$ cat src/rtl/mem_bus_arbiter.sv
// mem_bus_arbiter
//
// Shares one SRAM-like CPU bus between the instruction-fetch port and the
// data-access port, with at most one outstanding transaction. A winner is
// latched when a transaction is granted. Its request is driven onto the bus
// and addr_ok/data_ok are routed back to it only. Data normally wins ties. A
// consecutive-data-grant counter bounds how long a pending fetch can starve.
//
// Ports
//   clk, rst                  clock, synchronous active-high reset
//   inst_req/inst_addr        fetch request (held until inst_addr_ok)
//   inst_addr_ok/data_ok      fetch handshake pulses back to the fetch stage
//   inst_rdata                bus read data (valid with inst_data_ok)
//   data_req/wr/wstrb/addr/wdata  load/store request from the memory stage
//   data_addr_ok/data_ok      data handshake pulses back to the memory stage
//   data_rdata                bus read data (valid with data_data_ok)
//   bus_req/wr/wstrb/addr/wdata   request toward the cache / AXI bridge
//   bus_addr_ok/data_ok/rdata response from the cache / AXI bridge
//   bus_owner                 0 = inst, 1 = data (current or last grant)

module mem_bus_arbiter #(
    parameter int STARVE_LIMIT = 4
) (
    input  logic        clk,
    input  logic        rst,

    input  logic        inst_req,
    input  logic [31:0] inst_addr,
    output logic        inst_addr_ok,
    output logic        inst_data_ok,
    output logic [31:0] inst_rdata,

    input  logic        data_req,
    input  logic        data_wr,
    input  logic [3:0]  data_wstrb,
    input  logic [31:0] data_addr,
    input  logic [31:0] data_wdata,
    output logic        data_addr_ok,
    output logic        data_data_ok,
    output logic [31:0] data_rdata,

    output logic        bus_req,
    output logic        bus_wr,
    output logic [3:0]  bus_wstrb,
    output logic [31:0] bus_addr,
    output logic [31:0] bus_wdata,
    input  logic        bus_addr_ok,
    input  logic        bus_data_ok,
    input  logic [31:0] bus_rdata,
    output logic        bus_owner
);

    localparam int CNT_W = $clog2(STARVE_LIMIT + 1);
    localparam logic [CNT_W-1:0] CNT_MAX = CNT_W'(STARVE_LIMIT);

    typedef enum logic [1:0] {
        IDLE = 2'd0,
        REQ  = 2'd1,
        WAIT = 2'd2
    } state_t;

    state_t           state;
    state_t           state_nxt;
    logic             owner;
    logic             owner_nxt;
    logic [CNT_W-1:0] starve_cnt;
    logic [CNT_W-1:0] starve_cnt_nxt;
    logic             any_req;
    logic             pick_data;
    logic             grant;

    // Data wins any tie unless the fetch port has already watched
    // STARVE_LIMIT data grants in a row go past it.
    assign any_req   = inst_req | data_req;
    assign pick_data = data_req & ~(inst_req & (starve_cnt == CNT_MAX));

    // Read data is not registered; each requester captures it on its own
    // data_ok, so both ports simply see the bus data.
    assign inst_rdata = bus_rdata;
    assign data_rdata = bus_rdata;

    // State, owner and starvation counter registers.
    always_ff @(posedge clk) begin
        if (rst) begin
            state      <= IDLE;
            owner      <= 1'b0;
            starve_cnt <= '0;
        end else begin
            state      <= state_nxt;
            owner      <= owner_nxt;
            starve_cnt <= starve_cnt_nxt;
        end
    end

    // Next-state, arbitration and output decode. Arbitration only happens
    // when leaving IDLE or when a response closes the transaction in WAIT,
    // so the owner is locked for the whole REQ/WAIT window. All outputs are
    // forced low while rst is high so a response arriving in the reset cycle
    // is never forwarded.
    always_comb begin
        state_nxt      = state;
        owner_nxt      = owner;
        starve_cnt_nxt = starve_cnt;
        grant          = 1'b0;

        bus_req      = 1'b0;
        bus_wr       = 1'b0;
        bus_wstrb    = 4'b0000;
        bus_addr     = 32'h0;
        bus_wdata    = 32'h0;
        bus_owner    = 1'b0;
        inst_addr_ok = 1'b0;
        inst_data_ok = 1'b0;
        data_addr_ok = 1'b0;
        data_data_ok = 1'b0;

        case (state)
            IDLE: begin
                if (any_req) begin
                    grant     = 1'b1;
                    state_nxt = REQ;
                end
            end
            REQ: begin
                if (bus_addr_ok) begin
                    state_nxt = WAIT;
                end
            end
            WAIT: begin
                if (bus_data_ok) begin
                    if (any_req) begin
                        grant     = 1'b1;
                        state_nxt = REQ;
                    end else begin
                        state_nxt = IDLE;
                    end
                end
            end
            default: begin
                state_nxt = IDLE;
            end
        endcase

        if (grant) begin
            owner_nxt = pick_data;
            if (pick_data && inst_req) begin
                if (starve_cnt != CNT_MAX) begin
                    starve_cnt_nxt = starve_cnt + CNT_W'(1);
                end
            end else begin
                starve_cnt_nxt = '0;
            end
        end

        if (!rst) begin
            bus_owner = owner;
            if (state == REQ) begin
                bus_req = 1'b1;
                if (owner) begin
                    bus_wr       = data_wr;
                    bus_wstrb    = data_wstrb;
                    bus_addr     = data_addr;
                    bus_wdata    = data_wdata;
                    data_addr_ok = bus_addr_ok;
                end else begin
                    bus_addr     = inst_addr;
                    inst_addr_ok = bus_addr_ok;
                end
            end
            if (state == WAIT) begin
                if (owner) begin
                    data_data_ok = bus_data_ok;
                end else begin
                    inst_data_ok = bus_data_ok;
                end
            end
        end
    end

endmodule

$ cat config.mk
export PLATFORM = sky130hd
export DESIGN_NAME = mem_bus_arbiter
export DESIGN_NICKNAME = d
export VERILOG_FILES = /design/src/rtl/mem_bus_arbiter.sv
export SDC_FILE = /design/constraint.sdc
export NUM_CORES = 1
export LEC_CHECK = 0
export BUFFER_PORTS_ARGS = -buffer_cell sky130_fd_sc_hd__buf_4
export CAP_MARGIN = 20
export CORE_AREA = 2 2 108 110
export DETAILED_ROUTE_END_ITERATION = 8
export DIE_AREA = 0 0 110 112
export RECOVER_POWER = 25
export SYNTH_ARGS = -nofsm -noshare
export SYNTH_HDL_FRONTEND = slang
export SYNTH_SLANG_ARGS = --single-unit
$ cat constraint.sdc
create_clock -name clk -period 2 [get_ports clk]
set_input_delay 0.1 -clock clk [delete_from_list [all_inputs] [get_ports clk]]
set_output_delay 0.1 -clock clk [all_outputs]
set_load 0.02 [all_outputs]
* Word-level counts from Yosys, hierarchy flattened
Index checks and enable logic that the tools add are counted.
Word-level totals: bits of input ports 139, flip-flop bits (word level) 6, output and inout bits 139
Cells by class: mux-type cells 37, bitwise logic cells 4, add/sub/neg operators 1, equality and inequality tests 8, reductions and logical operators 4
Operators with widths (count):
- 32-bit 2-to-1 mux | 6
- 1-bit 2-to-1 mux | 21
- 4-bit 2-to-1 mux | 3
- 2-bit 2-to-1 mux | 3
- 3-bit 2-to-1 mux | 2
- 2-bit inequality test (second input constant) | 3
- 2-bit one-hot mux with 3 select lines | 1
- 3-bit by 1-bit adder with 3-bit output (second input constant) | 1
- 3-bit equality test (second input constant) | 1
- 3-bit inequality test (second input constant) | 1
- 3-bit AND reduction | 1
- 1-bit AND | 2
- 2-bit by 1-bit equality test with 1-bit output (second input constant) | 1
- 2-bit equality test (second input constant) | 1
- 2-bit logical NOT | 1
- 2-bit by 1-bit inequality test with 1-bit output (second input constant) | 1
- 1-bit one-hot mux with 2 select lines | 1
- 2-bit AND reduction | 1
- 1-bit logical AND | 1
- 1-bit NOT | 1
- 1-bit bitwise OR | 1

* Logic depth before layout (Yosys ltp)
Gate-level depths: netlist (run 1).
depth after elaboration 7, mapped depth 6, gate-level depth less buffers 5

* Worst setup path after synthesis (run 1)
Ideal clock, no wire load.
path type register -> output, start point register state[0], end point output inst_addr_ok, setup slack 539 ps, arrival 1361 ps, cell stages (with the launch flop) 5, path buffers 1, data required time 1900 ps, cells stage by stage dfxtp_1 -> nand2b_1 -> or2_1 -> buf_2 -> nor3b_1
On the way: cells in the longest elaborated chain, start to end 3
RTL lines:
- start, declared | line 62 | state_t state;
- start signal, assigned | line 89 | state <= state_nxt;
- 2-bit by 1-bit equality test with 1-bit output | line 157 | if (state == REQ) begin
- 1-bit 2-to-1 mux | line 157
- 1-bit 2-to-1 mux | line 155 | if (!rst) begin
- end, declared | line 29 | output logic inst_addr_ok,
No other way between the ends.

* Final worst setup path (run 1)
start point register state[0], end point output bus_addr[3]
On the way: cells in the longest elaborated chain, start to end 3
RTL lines:
- 2-bit by 1-bit equality test with 1-bit output | line 157
- 32-bit 2-to-1 mux | line 157
- 32-bit 2-to-1 mux | line 155
- end, declared | line 45 | output logic [31:0] bus_addr,
No other way between the ends.

==> results of run 1 <==
## cell usage in the layout, fill, tap and decap left out, drive strengths merged
master  count
nor2       38
nand2       4
nand2b      3
nor3b       1
nor2b       1
nand3       4
nor3        2
or2         1
o21ai       1
or3         1
mux2i      32
ha          2
nand4b      1
and2       38
inv         4
nand3b      2
dfxtp       6
clkbuf      3
a21oi       6
buf       184
a211oi      1
## where the power goes
group          internal (mW)  total, mW  switching, mW
Sequential             0.127      0.134        0.00719
Combinational          0.252      0.443          0.191
Clock                  0.257      0.324         0.0679
Total                  0.636      0.901          0.266
## kinds of logic (layout without fill, tap and decap cells)
logic type	Yosys count	count (layout)	share of synthesized area, %
compound gates	8	8	2.66
fa+ha+maj	2	2	1.57
buf+inv	81	191	36.5
flops	6	6	7.52
mux	32	32	20.0
simple gates	96	96	31.7
## cell type report
type / instances / area (sq um)
Fill cell: 1234 / 8490
Tap cell: 143 / 179
Multi-Input combinational cell: 138 / 897
Timing Repair Buffer: 184 / 1390
Inverter: 4 / 15.0
Sequential cell: 6 / 121
Clock buffer: 3 / 75.1
## worst paths after layout
path / slack [ns] / from / to
min reg2reg: 0.47 / starve_cnt[1] / starve_cnt[1]
max: 0.17 / state[0] / bus_addr[3]
min: 0.11 / rst / starve_cnt[2]
max reg2reg: 0.75 / starve_cnt[0] / starve_cnt[2]
## flip-flops by register name, indices dropped and copies added, names as in the netlist
register / count
owner: 1
state: 2
starve_cnt: 3
## synthesized netlist by cell type
library cell / instances / area (sq um)
a211oi_1: 1 / 7.51
buf_6: 3 / 33.8
mux2i_1: 32 / 320
o21ai_1: 1 / 5.00
buf_2: 7 / 35.0
ha_1: 2 / 25.0
nor3b_1: 1 / 7.51
nand2b_4: 1 / 13.8
nand4b_1: 1 / 8.76
clkbuf_1: 1 / 3.75
inv_1: 4 / 15.0
nand3b_1: 2 / 15.0
a21oi_1: 6 / 30.0
or2_1: 1 / 6.26
buf_4: 66 / 495
dfxtp_1: 6 / 120
nor3_1: 1 / 5.00
and2_1: 38 / 238
nand2_1: 4 / 15.0
nor2_1: 38 / 143
nor2b_1: 1 / 6.26
nand2b_1: 2 / 12.5
or3_1: 1 / 6.26
nand3_1: 4 / 20.0
nor3_2: 1 / 10.0
## layer usage
metal  share of wire, %  track usage [%]  vias up  wire length (um)
met4               0.65             1.86        0                40
li1                   -                -      873                 -
met2                 53             17.8      175              3300
met5                  0                0        -                 0
met3                 14             2.28        8               865
met1                 32             8.93      761              1990
## per-stage QoR
stage,utilization [%],instances
after floorplan,-,225
after global placement,23.3,475
after detailed placement,23.3,475
after CTS,24.0,478
after global routing,24.0,478
final,24.0,478
## worst max-delay path, cell delays in order, from the launching register on
cell and delay (ns):
dfxtp_1 0.41, nand2b_1 0.13, or2_2 0.41, buf_4 0.25, nor2_1 0.14, buf_4 0.15
==> flow_summary.yaml, run 1 <==
global_route:
  grt_pass1_vias: 1716
  antenna_found_initial: 0
  grt_first_pass_wirelength_um: 8570
  grt_overflow: 0
  grtUsageTotal_pct: 8.92
  grt_max_degree: 39
logic_synthesis:
  syn_nets: 366
  ys_types: 25
  ys_seq_area_share_pct: 7.52
  yosys_warnings: 0
  netlist_instances: 225
  syn_area_per_cell_sq_um: 7.10
  ys_ff_latch: 6
  syn_area_sq_um: 1600
cells_and_area:
  finalNetCount: 478
  syn2layout_area_growth_pct: 67.8
  post_route_cells_drive_above_1_share_pct: 57.3
  stdcell_area_sq_um: 2680
  antenna_cells: 0
clock_network:
  cts_resized: 0
  cts.sinks: 6
  cts_inserted_buffers: 3
  clk_latency_ns: 0.23
  cts-root-buf: "clkbuf_16"
  post-cts-setup-buffers: 0
  clkTransAtPathRegs_ns: 0.03
  cts_max_path_buffers: 2
  htreeDepth: 1
  cts_tree: "yes"
  cts_hold_buf: 0
place:
  dp_slack_ns: 0.357
  place_area_sq_um: 2610
  dpl.hpwl_um: 5520
  gp_congestion: 0.726
  portBuffers: 181
route:
  drcViolationCount: 0
  wl_um: 6200
  drtPass1Iterations: 4
  drt_iter0_markers: 42
  vias_per_cell: 3.80
  ant_nets: 0
  wl_per_cell_um: 13.0
  num_vias: 1817
pwr:
  pwr_density_cell_nw_per_um2: 336
  finalPower_mw: 0.901
  p_leak_nw: 1.37
  irDropWorstVdd_uv: 203
timing:
  max-slew-margin-rel_pct: 77.6
  fin_worst_skew_ns: 0.00194
  hold_violations: 0
  fmax_ghz: 0.546
  finalSetupViolCount: 0
  tightestPinTransition_ns: 0.334
  rsz0062_at_grt: "no"
  setup_ws_ns: 0.167
  drv_slew: 0
  whs_ns: 0.109
  timing.final.crit_share_pct: 91.7
  setup-tns-final_ns: 0
  finalCriticalPeriod_ns: 1.83
setup_path:
  crit_fanout: 23
  critPathRequiredTime_ns: 1.90
  crit_path_start_kind: "register"
  worstRegToRegCells: 5
  critical_path_class: "register to output pin"
  arrival_ns: 1.73
  critPathCaptureType: "output pin"
status:
  status: "finished, final reports clean"
floorplan:
  dieArea_sq_um: 12300
  dieHeight_um: 112
  placementRows: 39
  die_w_um: 110
  start_util_pct: 14.3
  fp.coreArea_sq_um: 11200
  io_pins: 278
worst_hold_path:
  min_path_type: "input pin to register"
  whs_path_depth: 2
job:
  cap_viol_max_count: 0
No activity file was read; power rests on OpenSTA's default activity.
==> run 2, diff against run 1 <==
--- a/config.mk
+++ b/config.mk
@@ -11,6 +11,7 @@
 export DETAILED_ROUTE_END_ITERATION = 8
 export DIE_AREA = 0 0 110 112
 export RECOVER_POWER = 25
+export REMOVE_ABC_BUFFERS = 1
 export SYNTH_ARGS = -nofsm -noshare
 export SYNTH_HDL_FRONTEND = slang
 export SYNTH_SLANG_ARGS = --single-unit
==> run 2 against run 1 <==
  * Total power shrank 1.5%
  * Fmax grew 3.8%
  * Core utilization is essentially flat
  * Cell count is the same
  * Global-route usage grew 1.9 points
  * Sequential power is essentially flat
  * Sequential share of layout area is essentially flat
  * Design area is essentially flat
  * Setup slack gained 0.067 ns
  * Combinational power shrank 2%
  * Die area is the same
  * Largest cell class unchanged
  * Highest routed layer is now met5
==> flow_summary.yaml, run 2 (synthesized netlist as in run 1, its figures left out) <==
status:
  status: "finished, final reports clean"
setup_path:
  crit_fanout: 27
  arrival_ns: 1.67
  worstRegToRegCells: 4
  critical_path_class: "register to output pin"
  critPathRequiredTime_ns: 1.90
  r2r_end: "starve_cnt[2]"
  r2r_start: "state[1]"
  critPathCaptureType: "output pin"
  ff2ff_setup_slack_ns: 0.76
  crit_path_start_kind: "register"
clock_network:
  cts_hold_buf: 0
  cts_resized: 0
  clk_latency_ns: 0.23
  cts_inserted_buffers: 3
  htreeDepth: 1
  cts_tree: "yes"
  post-cts-setup-buffers: 0
  cts-root-buf: "clkbuf_16"
  cts_max_path_buffers: 2
  clkTransAtPathRegs_ns: 0.03
  cts.sinks: 6
worst_hold_path:
  min_path_type: "input pin to register"
  whs_path_depth: 2
  worstHoldStart: "rst"
  min_to: "owner"
cells_and_area:
  post_route_cells_drive_above_1_share_pct: 56.7
  syn2layout_area_growth_pct: 67.7
  stdcell_area_sq_um: 2680
  top_regs: "starve_cnt (3), state (2), owner (1)"
  top_register: "starve_cnt"
  multi_input_area_sq_um: 895
  antenna_cells: 0
  fillers: 1213
  final_common_cell: "buf_4"
  final_cell_mix: "buf_4 (183), nor2_1 (38), and2_1 (38)"
  largest_reg_flops: 3
  finalNetCount: 478
  seq_area_sq_um: 121
floorplan:
  dieArea_sq_um: 12300
  die_w_um: 110
  start_util_pct: 14.3
  dieHeight_um: 112
  io_pins: 278
  fp.coreArea_sq_um: 11200
  placementRows: 39
route:
  drcViolationCount: 0
  num_vias: 1936
  wl_um: 7510
  drtPass1Iterations: 4
  wl_per_cell_um: 15.7
  drt_iter0_markers: 42
  vias_per_cell: 4.05
  ant_nets: 0
global_route:
  grt_pass1_vias: 1848
  grtUsageTotal_pct: 10.8
  grt_first_pass_wirelength_um: 9830
  grt_overflow: 0
  antenna_found_initial: 0
  grt_max_degree: 39
pwr:
  pwr_density_cell_nw_per_um2: 331
  finalPower_mw: 0.888
  irDropWorstVdd_uv: 201
  p_leak_nw: 1.37
timing:
  fmax_ghz: 0.566
  finalSetupViolCount: 0
  max-slew-margin-rel_pct: 76.5
  hold_violations: 0
  timing.final.crit_share_pct: 88.3
  rsz0062_at_grt: "no"
  drv_slew: 0
  tightestPinTransition_ns: 0.351
  fin_worst_skew_ns: 0.000895
  finalCriticalPeriod_ns: 1.77
place:
  gp_congestion: 0.735
  portBuffers: 181
  place_area_sq_um: 2600
  dpl.hpwl_um: 6430
job:
  cap_viol_max_count: 0
-- run 2: cell counts in the layout (fill, tap and decap cells not counted) --
Identical to the previous run, type by type.
-- run 2: how the worst max path moves through the flow --
stage	start	endpoint	slack, ns	depth (start not counted)
2_1_floorplan	owner	bus_wdata[0]	-0.70	3
3_3_place_gp	state[1]	bus_addr[28]	0.48	5
3_5_place_dp	state[0]	bus_addr[28]	0.44	5
4_1_cts	state[0]	bus_addr[28]	0.18	5
5_1_grt	state[0]	bus_addr[24]	0.07	5
6_report	state[0]	bus_addr[11]	0.23	5
-- run 2: worst max-delay path, stage by stage, from the launching register on --
cell and delay, ns:
dfxtp_1 0.40, nand2b_1 0.12, or2_1 0.35, buf_4 0.27, nor2_1 0.14, buf_4 0.15
-- run 2: per-stage QoR --
stage / utilization [%] / hold WS, ns / setup TNS (ns) / instances / setup WS (ns)
after detailed placement: 23.3 / 0.200 / 0 / 475 / 0.441
after global routing: 24.0 / 0.113 / 0 / 478 / 0.0713
after floorplan: - / 0.169 / -26.58 / 148 / -0.700
after global placement: 23.3 / 0.200 / 0 / 475 / 0.481
after CTS: 24.0 / 0.0958 / 0 / 478 / 0.184
final: 24.0 / 0.0991 / 0 / 478 / 0.234
-- run 2: per-layer routing --
metal  global-route usage [%]  routed length (um)  vias to the layer above
met4                     2.53                  74                        4
met1                     11.1                2520                      803
met3                     10.4                2000                       10
li1                         -                   -                      870
met2                     15.0                2810                      249
met5                     9.66                 104                        -
-- run 2: final cells by class --
cell class / count / share of cell area [%]
inverters: 4 / 0.560
repair buffers: 184 / 52.0
multi-input cells: 138 / 33.4
well taps: 143 / 6.68
clock buffers: 3 / 2.80
flip-flops and latches: 6 / 4.53
-- run 2: where the power goes --
part | total [mW] | leakage [nW] | internal [mW] | switching [mW]
registers | 0.134 | 0.0494 | 0.127 | 0.00710
logic | 0.435 | 1.29 | 0.251 | 0.184
clock network | 0.319 | 0.0370 | 0.256 | 0.0625
total | 0.888 | 1.37 | 0.634 | 0.253
==> run 3, diff against run 2 <==
--- a/config.mk
+++ b/config.mk
@@ -10,8 +10,10 @@
 export CORE_AREA = 2 2 108 110
 export DETAILED_ROUTE_END_ITERATION = 8
 export DIE_AREA = 0 0 110 112
+export HOLD_SLACK_MARGIN = 0.1
 export RECOVER_POWER = 25
 export REMOVE_ABC_BUFFERS = 1
+export SLEW_MARGIN = 25
 export SYNTH_ARGS = -nofsm -noshare
 export SYNTH_HDL_FRONTEND = slang
 export SYNTH_SLANG_ARGS = --single-unit
==> run 3 against run 2 <==
  * Design area is 0.37% higher
  * Global-route usage stayed put
  * Sequential share of layout area barely moved
  * Fmax fell by 4.2%
  * Critical path type is now input pin to output pin
  * Largest power group unchanged
==> flow_summary.yaml, run 3 (synthesized netlist as in run 1, its figures left out) <==
status:
  status: "finished, final reports clean"
global_route:
  grt_overflow: 0
  grt_max_degree: 39
  grtUsageTotal_pct: 10.8
  grt_first_pass_wirelength_um: 9830
  grt_pass1_vias: 1848
  antenna_found_initial: 0
setup_path:
  critical_path_class: "input pin to output pin"
  crit_path_start_kind: "input pin"
  arrival_ns: 1.74
  critPathCaptureType: "output pin"
  critPathRequiredTime_ns: 1.90
  crit_fanout: 27
clock_network:
  cts_tree: "yes"
  post-cts-setup-buffers: 0
  cts_resized: 0
  cts.sinks: 6
  clk_latency_ns: 0.23
  cts_max_path_buffers: 2
  cts_inserted_buffers: 3
  clkTransAtPathRegs_ns: 0.03
  cts-root-buf: "clkbuf_16"
  cts_hold_buf: 1
  htreeDepth: 1
route:
  wl_um: 7520
  drtPass1Iterations: 4
  drt_iter0_markers: 52
  vias_per_cell: 4.05
  wl_per_cell_um: 15.7
  num_vias: 1942
  drcViolationCount: 0
  ant_nets: 0
floorplan:
  dieHeight_um: 112
  die_w_um: 110
  io_pins: 278
  dieArea_sq_um: 12300
  placementRows: 39
  start_util_pct: 14.3
  fp.coreArea_sq_um: 11200
place:
  portBuffers: 181
  gp_congestion: 0.735
  dpl.hpwl_um: 6430
  place_area_sq_um: 2600
pwr:
  pwr-share-seq_pct: 15.1
  p_comb_share_pct: 49.1
  p_sw_mw: 0.254
  p_leak_nw: 1.38
  p_int_mw: 0.636
  finalPower_mw: 0.890
  pwr_density_cell_nw_per_um2: 331
  p_clk_share_pct: 35.9
  irDropWorstVdd_uv: 201
  switching_share_pct: 28.6
cells_and_area:
  largest_reg_flops: 3
  top_register: "starve_cnt"
  syn2layout_area_growth_pct: 68.3
  final_cell_mix: "buf_4 (183), nor2_1 (38), and2_1 (38)"
  stdcell_area_sq_um: 2690
  final_common_cell: "buf_4"
  post_route_cells_drive_above_1_share_pct: 56.5
  top_regs: "starve_cnt (3), state (2), owner (1)"
  finalNetCount: 479
  antenna_cells: 0
timing:
  fin_worst_skew_ns: 0.000611
  hold_violations: 0
  drv_slew: 0
  rsz0062_at_grt: "no"
  max-slew-margin-rel_pct: 76.5
  tightestPinTransition_ns: 0.351
  finalCriticalPeriod_ns: 1.84
  fmax_ghz: 0.543
  timing.final.crit_share_pct: 92.1
  finalSetupViolCount: 0
worst_hold_path:
  min_path_type: "input pin to register"
job:
  cap_viol_max_count: 0
run 3: changes by cell type in the layout (fill, tap and decap cells not counted), sizes merged:
cell,before,now
dlygate4sd3,0,1
run 3: worst paths after layout:
check / slack, ns / cells past startpoint / end / from
min: 0.16 / 3 / owner / data_req
min reg2reg: 0.47 / 2 / starve_cnt[0] / starve_cnt[0]
max: 0.16 / 6 / bus_addr[11] / rst
max reg2reg: 0.76 / 4 / starve_cnt[2] / state[1]
run 3: final cells by class:
cell class                 count  area, sq um
fill                        1214         8490
inverter                       4         15.0
clock buffer                   3         75.1
timing repair buffer         185         1400
multi-input combinational    138          895
sequential                     6          121
tap                          143          179
run 3: worst max-delay path, stage by stage:
cell           delay [ns]
dlygate4sd3_1        0.54
buf_4                0.17
or2_1                0.35
buf_4                0.27
nor2_1               0.14
buf_4                0.15
run 3: power groups by stage:
stage,combinational (mW),clock (mW),sequential (mW)
2_1_floorplan,0.169,0,0.152
3_3_place_gp,0.437,0,0.135
3_5_place_dp,0.440,0,0.135
4_1_cts,0.443,0.325,0.134
5_1_grt,0.474,0.334,0.135
6_report,0.436,0.319,0.134
run 3: metrics by stage:
| step | util [%] | hold slack [ns] | cells | TNS (ns) | setup slack, ns |
|---|---|---|---|---|---|
| floorplan | - | 0.169 | 148 | -26.58 | -0.700 |
| global placement | 23.3 | 0.200 | 475 | 0 | 0.481 |
| detailed placement | 23.3 | 0.200 | 475 | 0 | 0.441 |
| CTS | 24.1 | 0.157 | 479 | 0 | 0.110 |
| global route | 24.1 | 0.165 | 479 | 0 | 0.0271 |
| finish | 24.1 | 0.160 | 479 | 0 | 0.157 |
run 3: layer usage:
| layer | wire length [um] | vias up | track usage (%) |
|---|---|---|---|
| met1 | 2530 | 807 | 11.1 |
| met4 | 74 | 4 | 2.53 |
| met2 | 2810 | 249 | 15.0 |
| met5 | 104 | - | 9.66 |
| met3 | 2000 | 10 | 10.4 |
| li1 | - | 872 | - |
